<file path="config.mk">
export PLATFORM = sky130hd
export DESIGN_NAME = fic_0_apb_arbiter
export DESIGN_NICKNAME = d
export VERILOG_FILES = /design/src/rtl/fic_apb_pkg.sv /design/src/rtl/rr_arbiter_2.sv /design/src/rtl/fic_0_apb_arbiter.sv
export SDC_FILE = /design/constraint.sdc
export NUM_CORES = 1
export LEC_CHECK = 0
export ABC_AREA = 1
export CORE_MARGIN = 2
export CORE_UTILIZATION = 45
export DETAILED_ROUTE_END_ITERATION = 16
export PLACE_DENSITY = 0.94
export SYNTH_ARGS = -nofsm -noshare
export SYNTH_HDL_FRONTEND = slang
export SYNTH_SLANG_ARGS = --single-unit
</file>
<file path="constraint.sdc">
create_clock -name MCCC_CLK_BASE -period 9 [get_ports MCCC_CLK_BASE]
set_input_delay 2.7 -clock MCCC_CLK_BASE [delete_from_list [all_inputs] [get_ports MCCC_CLK_BASE]]
set_output_delay 2.7 -clock MCCC_CLK_BASE [all_outputs]
set_load 0.03 [all_outputs]
</file>
<file path="src/rtl/fic_apb_pkg.sv">
// Shared types and helpers for the FIC_0 APB two-requester arbiter.
// Holds the transfer FSM encoding, requester indices and the watchdog width rule.
package fic_apb_pkg;

    typedef enum logic [1:0] {
        ST_IDLE   = 2'd0,
        ST_SETUP  = 2'd1,
        ST_ACCESS = 2'd2,
        ST_RESP   = 2'd3
    } apb_state_e;

    localparam int REQ_M0 = 0;
    localparam int REQ_M1 = 1;

    // A disabled watchdog (0) still needs a 1-bit counter to keep the RTL legal.
    function automatic int wdog_cnt_width(input int timeout_cycles);
        return (timeout_cycles < 1) ? 1 : $clog2(timeout_cycles + 1);
    endfunction

endpackage

</file>
<file path="src/rtl/rr_arbiter_2.sv">
// Two-way round-robin pick: on a tie the requester not granted last wins.
// Latency: combinational. Backpressure: none, the caller decides when to sample.
// last_grant carries the index of the previous owner (0 = M0, 1 = M1).
module rr_arbiter_2
    import fic_apb_pkg::*;
(
    input  logic [1:0] req,
    input  logic       last_grant,
    output logic [1:0] grant
);

    always_comb begin
        grant = req;
        if (req[REQ_M0] && req[REQ_M1]) begin
            grant = '0;
            if (last_grant) begin
                grant[REQ_M0] = 1'b1;
            end else begin
                grant[REQ_M1] = 1'b1;
            end
        end
    end

endmodule

</file>
<file path="src/rtl/fic_0_apb_arbiter.sv">
// Shares the FIC_0 APB completer between the MSS master (M0) and a fabric master (M1).
// Latency: 3 cycles setup-to-PREADY with a zero-wait completer, +1 per downstream wait.
// Backpressure: the non-owner is held with PREADY=0; a watchdog aborts hung accesses.
module fic_0_apb_arbiter
    import fic_apb_pkg::*;
#(
    parameter int ADDR_WIDTH     = 32,
    parameter int DATA_WIDTH     = 32,
    parameter int TIMEOUT_CYCLES = 255
) (
    input  logic                  MCCC_CLK_BASE,
    input  logic                  RESET,

    input  logic                  M0_PSEL,
    input  logic                  M0_PENABLE,
    input  logic                  M0_PWRITE,
    input  logic [ADDR_WIDTH-1:0] M0_PADDR,
    input  logic [DATA_WIDTH-1:0] M0_PWDATA,
    output logic [DATA_WIDTH-1:0] M0_PRDATA,
    output logic                  M0_PREADY,
    output logic                  M0_PSLVERR,

    input  logic                  M1_PSEL,
    input  logic                  M1_PENABLE,
    input  logic                  M1_PWRITE,
    input  logic [ADDR_WIDTH-1:0] M1_PADDR,
    input  logic [DATA_WIDTH-1:0] M1_PWDATA,
    output logic [DATA_WIDTH-1:0] M1_PRDATA,
    output logic                  M1_PREADY,
    output logic                  M1_PSLVERR,

    output logic                  S_PSEL,
    output logic                  S_PENABLE,
    output logic                  S_PWRITE,
    output logic [ADDR_WIDTH-1:0] S_PADDR,
    output logic [DATA_WIDTH-1:0] S_PWDATA,
    input  logic [DATA_WIDTH-1:0] S_PRDATA,
    input  logic                  S_PREADY,
    input  logic                  S_PSLVERR,

    output logic [1:0]            GRANT,
    output logic                  TIMEOUT_PULSE
);

    localparam int              CNT_W    = wdog_cnt_width(TIMEOUT_CYCLES);
    localparam logic [CNT_W-1:0] CNT_LAST = CNT_W'(TIMEOUT_CYCLES - 1);
    localparam bit              WDOG_EN  = (TIMEOUT_CYCLES != 0);

    apb_state_e       state_q;
    apb_state_e       state_d;
    logic [CNT_W-1:0] wdog_cnt_q;
    logic             last_grant_q;

    logic [1:0]       req;
    logic [1:0]       arb_grant;
    logic             load_req;
    logic             wdog_abort;
    logic             access_done;
    logic [DATA_WIDTH-1:0] rsp_rdata;
    logic             rsp_err;

    logic                  s_psel_d;
    logic                  s_penable_d;
    logic                  s_pwrite_d;
    logic [ADDR_WIDTH-1:0] s_paddr_d;
    logic [DATA_WIDTH-1:0] s_pwdata_d;
    logic [1:0]            grant_d;
    logic                  timeout_pulse_d;
    logic                  m0_pready_d;
    logic                  m0_pslverr_d;
    logic [DATA_WIDTH-1:0] m0_prdata_d;
    logic                  m1_pready_d;
    logic                  m1_pslverr_d;
    logic [DATA_WIDTH-1:0] m1_prdata_d;

    // A request is pending on PSEL alone; PENABLE carries no extra information here.
    logic unused_penable;
    assign unused_penable = M0_PENABLE ^ M1_PENABLE;

    assign req[REQ_M0] = M0_PSEL;
    assign req[REQ_M1] = M1_PSEL;

    rr_arbiter_2 u_rr_arbiter_2 (
        .req        (req),
        .last_grant (last_grant_q),
        .grant      (arb_grant)
    );

    assign wdog_abort  = WDOG_EN && (state_q == ST_ACCESS) && !S_PREADY
                         && (wdog_cnt_q == CNT_LAST);
    assign access_done = (state_q == ST_ACCESS) && (S_PREADY || wdog_abort);
    assign load_req    = (state_q == ST_IDLE) && (state_d == ST_SETUP);

    always_ff @(posedge MCCC_CLK_BASE or posedge RESET) begin
        if (RESET) begin
            state_q <= ST_IDLE;
        end else begin
            state_q <= state_d;
        end
    end

    always_comb begin
        state_d = state_q;
        unique case (state_q)
            ST_IDLE:   if (|req) state_d = ST_SETUP;
            ST_SETUP:  state_d = ST_ACCESS;
            ST_ACCESS: if (access_done) state_d = ST_RESP;
            ST_RESP:   state_d = ST_IDLE;
            default:   state_d = ST_IDLE;
        endcase
    end

    // Watchdog counts stalled ACCESS cycles of the current transfer only.
    always_ff @(posedge MCCC_CLK_BASE or posedge RESET) begin
        if (RESET) begin
            wdog_cnt_q   <= '0;
            last_grant_q <= 1'b1;
        end else begin
            if (load_req) begin
                wdog_cnt_q <= '0;
            end else if ((state_q == ST_ACCESS) && !S_PREADY) begin
                wdog_cnt_q <= wdog_cnt_q + 1'b1;
            end
            if (state_q == ST_RESP) begin
                last_grant_q <= GRANT[REQ_M1];
            end
        end
    end

    // Outputs are computed from the next state so every port comes straight off a flop.
    always_comb begin
        s_psel_d    = (state_d == ST_SETUP) || (state_d == ST_ACCESS);
        s_penable_d = (state_d == ST_ACCESS);
        s_pwrite_d  = S_PWRITE;
        s_paddr_d   = S_PADDR;
        s_pwdata_d  = S_PWDATA;
        grant_d     = GRANT;

        if (load_req) begin
            grant_d = arb_grant;
            if (arb_grant[REQ_M1]) begin
                s_pwrite_d = M1_PWRITE;
                s_paddr_d  = M1_PADDR;
                s_pwdata_d = M1_PWDATA;
            end else begin
                s_pwrite_d = M0_PWRITE;
                s_paddr_d  = M0_PADDR;
                s_pwdata_d = M0_PWDATA;
            end
        end else if (!s_psel_d) begin
            s_pwrite_d = 1'b0;
            s_paddr_d  = '0;
            s_pwdata_d = '0;
        end

        if (state_d == ST_IDLE) begin
            grant_d = '0;
        end

        rsp_rdata = wdog_abort ? '0 : S_PRDATA;
        rsp_err   = wdog_abort | S_PSLVERR;

        m0_pready_d  = access_done && GRANT[REQ_M0];
        m0_prdata_d  = m0_pready_d ? rsp_rdata : '0;
        m0_pslverr_d = m0_pready_d && rsp_err;
        m1_pready_d  = access_done && GRANT[REQ_M1];
        m1_prdata_d  = m1_pready_d ? rsp_rdata : '0;
        m1_pslverr_d = m1_pready_d && rsp_err;

        timeout_pulse_d = wdog_abort;
    end

    // Async reset drops the downstream transfer immediately and never answers the owner.
    always_ff @(posedge MCCC_CLK_BASE or posedge RESET) begin
        if (RESET) begin
            S_PSEL        <= 1'b0;
            S_PENABLE     <= 1'b0;
            S_PWRITE      <= 1'b0;
            S_PADDR       <= '0;
            S_PWDATA      <= '0;
            GRANT         <= '0;
            TIMEOUT_PULSE <= 1'b0;
            M0_PREADY     <= 1'b0;
            M0_PRDATA     <= '0;
            M0_PSLVERR    <= 1'b0;
            M1_PREADY     <= 1'b0;
            M1_PRDATA     <= '0;
            M1_PSLVERR    <= 1'b0;
        end else begin
            S_PSEL        <= s_psel_d;
            S_PENABLE     <= s_penable_d;
            S_PWRITE      <= s_pwrite_d;
            S_PADDR       <= s_paddr_d;
            S_PWDATA      <= s_pwdata_d;
            GRANT         <= grant_d;
            TIMEOUT_PULSE <= timeout_pulse_d;
            M0_PREADY     <= m0_pready_d;
            M0_PRDATA     <= m0_prdata_d;
            M0_PSLVERR    <= m0_pslverr_d;
            M1_PREADY     <= m1_pready_d;
            M1_PRDATA     <= m1_prdata_d;
            M1_PSLVERR    <= m1_pslverr_d;
        end
    end

endmodule

</file>
### Word level (Yosys, flattened, before mapping)

Cells that the tools add are included.

| word-level totals | value |
|---|---|
| logic and storage cells | 63 |
| output and inout bits | 138 |
| register bits | 149 |
| input port bits | 170 |

| cells by class | value |
|---|---|
| add/subtract/negate cells | 1 |
| muxes and demuxes | 21 |
| bitwise logic cells | 1 |
| reduce and logical (&&, ||, !) cells | 17 |
| equality and inequality tests | 7 |

Operators by type and width:

| cell | number |
|---|---|
| 32-bit two-way mux | 8 |
| 8-bit two-way mux | 2 |
| 2-bit two-way mux | 5 |
| 1-bit logical AND | 9 |
| 8-bit by 1-bit adder with 8-bit output, second input constant | 1 |
| 8-bit == test, second input constant | 1 |
| 2-bit one-hot mux with 4 select lines | 1 |
| 2-bit == test, second input constant | 3 |
| 1-bit two-way mux | 5 |
| 2-bit by 1-bit == test with 1-bit output, second input constant | 2 |
| 2-bit logical NOT | 2 |
| 2-bit nonzero test | 2 |
| 1-bit logical OR | 2 |
| 2-bit inequality test, second input constant | 1 |
| 2-bit OR reduction | 1 |
| 1-bit logical NOT | 1 |
| 1-bit OR | 1 |

### Longest topological paths before layout

| depth | value |
|---|---|
| depth after elaboration | 11 |
| mapped depth | 16 |
| depth with buffers taken out | 13 |

### Modules after synthesis

Synthesis repeated with hierarchy kept, for this count alone.

| unflattened totals | value |
|---|---|
| cell total of the unflattened synthesis | 702 |
| area, all modules | 6416.2 um2 |

Modules (own cells, without submodules):

| module | area each (um2) | times used | cells an instance | sequential area each (um2) |
|---|---|---|---|---|
| fic_0_apb_arbiter | 6394.9 | 1 | 697 | 3729.8 |
| rr_arbiter_2 | 21.3 | 1 | 5 | 0.0 |

### Worst setup path after synthesis

OpenSTA, ideal clock, no wires.

| path | value |
|---|---|
| path kind | input to register |
| start | in S_PREADY |
| end | reg S_PWDATA[28] |
| path slack | 4.776 ns |
| arrival | 4.148 ns |
| required time | 8.924 ns |
| stages on the path | 13 |
| buffers on the path | 2 |
| path through | inv_1 > nand2_2 > inv_2 > nand3_2 > nand2_2 > nand3_1 > nand2_1 > ha_1 > inv_1 > buf_4 > clkbuf_1 > nand3_1 > o21ai_1 |

| between the ends | value |
|---|---|
| longest elaborated chain between the ends | 10 |

Ends and longest elaborated chain:

| item | line | RTL |
|---|---|---|
| start: declaration | fic_0_apb_arbiter.sv:38 | `input logic S_PREADY,` |
| 1-bit logical NOT | fic_0_apb_arbiter.sv:89 | `assign wdog_abort = WDOG_EN && (state_q == ST_ACCESS) && !S_PREADY` |
| 1-bit logical AND | fic_0_apb_arbiter.sv:89 |  |
| 1-bit logical AND | fic_0_apb_arbiter.sv:90 | `&& (wdog_cnt_q == CNT_LAST);` |
| 1-bit logical OR * | fic_0_apb_arbiter.sv:91 | `assign access_done = (state_q == ST_ACCESS) && (S_PREADY \|\| wdog_abort);` |
| 1-bit logical AND * | fic_0_apb_arbiter.sv:91 |  |
| 2-bit two-way mux * | fic_0_apb_arbiter.sv:107 | `ST_ACCESS: if (access_done) state_d = ST_RESP;` |
| 2-bit one-hot mux with 4 select lines * | fic_0_apb_arbiter.sv:104 | `unique case (state_q)` |
| via state_d[0] | fic_0_apb_arbiter.sv:50 | `apb_state_e state_d;` |
| 2-bit by 1-bit == test with 1-bit output or 2-bit == test (tied branches) | fic_0_apb_arbiter.sv:92, fic_0_apb_arbiter.sv:132 |  |
| 1-bit logical AND or 1-bit logical OR (tied branches) | fic_0_apb_arbiter.sv:92, fic_0_apb_arbiter.sv:132 |  |
| 2-bit inequality test (no source line) or 32-bit two-way mux (tied branches) | n/a |  |
| end signal: assignment | fic_0_apb_arbiter.sv:194 | `S_PWDATA <= s_pwdata_d;` |
| end: declaration | fic_0_apb_arbiter.sv:36 | `output logic [DATA_WIDTH-1:0] S_PWDATA,` |

Mark *: on every way through the listed nets, which the timed path passes. The rest lies on a longest branch.
A chain may end at the register's enable or synchronous reset.

### Worst setup path after layout

| path | value |
|---|---|
| start | in S_PREADY |
| end | reg S_PADDR[24] |

| between the ends | value |
|---|---|
| longest elaborated chain between the ends | 10 |

Ends and longest elaborated chain:

| item | line | RTL |
|---|---|---|
| 1-bit logical NOT | fic_0_apb_arbiter.sv:89 |  |
| 1-bit logical AND | fic_0_apb_arbiter.sv:89 |  |
| 1-bit logical AND | fic_0_apb_arbiter.sv:90 |  |
| 1-bit logical OR * | fic_0_apb_arbiter.sv:91 |  |
| 1-bit logical AND * | fic_0_apb_arbiter.sv:91 |  |
| 2-bit two-way mux * | fic_0_apb_arbiter.sv:107 |  |
| 2-bit one-hot mux with 4 select lines * | fic_0_apb_arbiter.sv:104 |  |
| via state_d[0] | fic_0_apb_arbiter.sv:50 |  |
| 2-bit by 1-bit == test with 1-bit output or 2-bit == test (tied branches) | fic_0_apb_arbiter.sv:92, fic_0_apb_arbiter.sv:132 |  |
| 1-bit logical AND or 1-bit logical OR (tied branches) | fic_0_apb_arbiter.sv:92, fic_0_apb_arbiter.sv:132 |  |
| 2-bit inequality test (no source line) or 32-bit two-way mux (tied branches) | n/a |  |
| end signal: assignment | fic_0_apb_arbiter.sv:193 | `S_PADDR <= s_paddr_d;` |
| end: declaration | fic_0_apb_arbiter.sv:35 | `output logic [ADDR_WIDTH-1:0] S_PADDR,` |

Marked as above.

==> out/metrics.cfg <==
[synth]
synth_top_area_cell=dfrtp_1
synth_cell_types=28
yosysMostFrequentCell=dfrtp_1
synth_area_leaders=dfrtp_1 56%, nand4_1 6.5%, o21ai_1 6.1%
async_reset_ff_share_pct=100.0
syn_area_mm2=0.006594
syn-num-nets=884
synth_seq_cells=149
synth_edf_count=0
yosysWarnings=0
synth.top_cells.by_count=148 x dfrtp_1, 88 x inv_1, 80 x o21ai_1
synthCells=706
synthFlopType=dfrtp_1
synth_area_per_cell_um2=9.340
synth.top_cell.area_share_pct=56.17
ys_seq_area_share_pct=56.57

[global_routing]
grt_pass1_vias=6117
grt_first_pass_wirelength_mm=31.54
antenna_found_initial=0
grt_overflow=0
grt_util_all_layers_pct=25.27
grt_max_degree=93

[die]
dieWidth_um=125.1
core_region_area_mm2=0.01442
die-area_mm2=0.01564
die_h_um=125.1
fp-row-count=44
start_util_pct=45.71
ios=308

[hold_path]
min-delay-path-class=flip-flop to flip-flop

[worst_setup_path]
arrival_ns=5.58
critical-path-top-delay-family=buffers and inverters
reg2reg_slack_ns=5.74
cpPeakStageDelay_ns=0.82
crit_path_end_kind=flip-flop
crit_buf_inv=5
cp-start-kind=input port
crit_slowest_cell=inv_2
crit_chain=buf_2, buf_4, inv_1, nand2_2, inv_2, nand3_2, nand2_2, nand3_1, nand2_1, ha_1, inv_2, nand3_1, o21ai_1
crit_type=input port to flip-flop
crit_required_ns=9.33
cp_max_fo=66

[placement]
place_hpwl_mm=13.82
place_worst_setup_slack_ns=3.409
numPortBuffers=305
place_congestion=0.8000

[pwr]
ir_drop_uv=322.2
p_leak_nw=4.775
power.density_mw_per_mm2=245.1

[clock_tree]
cts_buffer_depth=2
ctsResizeCount=0
cts_hold_buffers=0
cts_tree=done
clkTransAtPathRegs_ns=0.07
root_buffer=clkbuf_16
clock_latency_ns=0.42
cts_setup_buffers=0
cts_made_buffers=17
cts-htree-levels=4
cts.sinks=149

[sta]
slew_violations=0
hold_viol=0
setup_viol=0
final.min_clock_period_ns=5.245
period_share_pct=58.28
tns_ns=0
rsz0062_at_grt=no
tightest_slew_ns=1.168
worst_slack_ns=3.755
slew_headroom_pct=22.12
clock_skew_ns=0.009424
fmaxAchievable_mhz=190.7

[layout]
antenna_cells=0
post-route-util_pct=70.59
areaGrowthSynthToFinish_pct=54.42
drive_above_1_share_pct=6.890
nFillCells=1023
nets=1152

[detailed_routing]
wire_per_inst_um=16.93
viasPerCell=5.374
drt-pass1-iter-count=5
wl_mm=19.82
drc_errors=0
first_iter_violations=436
vias=6293
detail-route-antenna-nets=0

[job]
maxCapViolCount=0

[outcome]
status=finished clean

-- flip-flops by register name (all words and copies together) (netlist names) --
| signal | count |
|---|---|
| TIMEOUT_PULSE | 1 |
| M0_PREADY | 1 |
| S_PSEL | 1 |
| GRANT | 2 |
| M1_PREADY | 1 |
| M0_PSLVERR | 1 |
| S_PADDR | 32 |
| S_PENABLE | 1 |
| state_q | 2 |
| S_PWRITE | 1 |
| M1_PRDATA | 32 |
| last_grant_q | 1 |
| wdog_cnt_q | 8 |
| M0_PRDATA | 32 |
| S_PWDATA | 32 |
| M1_PSLVERR | 1 |
-- layout make-up --
class | count | area [um2] | share of cell area (%)
inverters | 90 | 342.8 | 3.367
well taps | 184 | 230.2 | 2.261
repair buffers | 315 | 3118 | 30.62
flip-flops and latches | 149 | 3730 | 36.63
clock inverters | 15 | 158.9 | 1.561
multi-input cells | 401 | 2177 | 21.38
clock buffers | 17 | 425.4 | 4.178
-- metrics by stage --
step                instances  cell area (um2)  hold slack [ns]  total power [mW]
CTS                      1171            10180           0.5190             2.512
floorplan                 706             6594           0.4868             1.516
global placement         1139             9598           0.4973             1.794
detailed placement       1139             9598           0.5025             1.819
finish                   1171            10180           0.5152             2.495
global route             1171            10180           0.5384             2.635
-- cells by family (layout without fill, tap and decap cells) --
kind of cell / after synthesis / after routing / synth area share, %
and+or+nand+nor: 183 / 183 / 14.84
adders and majority gates: 8 / 8 / 1.518
buffers and inverters: 156 / 437 / 10.49
AOI/OAI and AO/OA: 210 / 210 / 16.58
DFF: 149 / 149 / 56.57
-- tightest hold or removal path: cells and delay by family (launching register included) --
family,cells,cell delay [ns]
and+or+nand+nor,1,0.07
AOI/OAI and AO/OA,1,0.07
DFF,1,0.34
-- worst paths after layout --
| kind | from | end | cells past startpoint |
|---|---|---|---|
| max | S_PREADY | S_PADDR[24]$_DFFE_PP0P_ | 13 |
| min | S_PADDR[4]$_DFFE_PP0P_ | S_PADDR[4]$_DFFE_PP0P_ | 2 |
| max reg2reg | state_q[0]$_DFF_PP0_ | S_PWDATA[30]$_DFFE_PP0P_ | 13 |
| min reg2reg | S_PADDR[4]$_DFFE_PP0P_ | S_PADDR[4]$_DFFE_PP0P_ | 2 |
| max in group asynchronous | RESET | state_q[0]$_DFF_PP0_ | 3 |
| min in group asynchronous | RESET | S_PWDATA[2]$_DFFE_PP0P_ | 2 |
-- placed cells by master (no fill, tap or decap), types with 2 or more instances in the layout --
cell type,n
nor2_1,13
inv_1,86
o21ai_2,10
ha_1,7
a21oi_1,70
nand3_1,73
o21ai_1,80
clkbuf_16,17
nand2_1,19
inv_8,6
dfrtp_1,148
clkinvlp_4,2
buf_4,10
clkinv_8,2
clkinv_4,3
inv_2,3
nand2_2,5
o21ai_0,47
clkdlybuf4s50_1,303
buf_2,2
nand4_1,68
inv_6,3
-- metal layers --
metal / GRT usage (%) / routed length [um] / vias up
met3: 6.547 / 1515 / 39
met2: 45.75 / 10260 / 304
met1: 28.43 / 7441 / 2978
met4: 10.00 / 609 / 0
li1: - / - / 2972
met5: 0 / 0 / -
-- report_power, final --
part / switching (mW) / internal [mW] / total (mW)
Combinational: 0.700 / 0.304 / 1.00
Clock: 0.318 / 0.371 / 0.689
Sequential: 0.0464 / 0.755 / 0.802
Total: 1.07 / 1.43 / 2.50
Note: power is estimated with default switching activity, not from simulation.
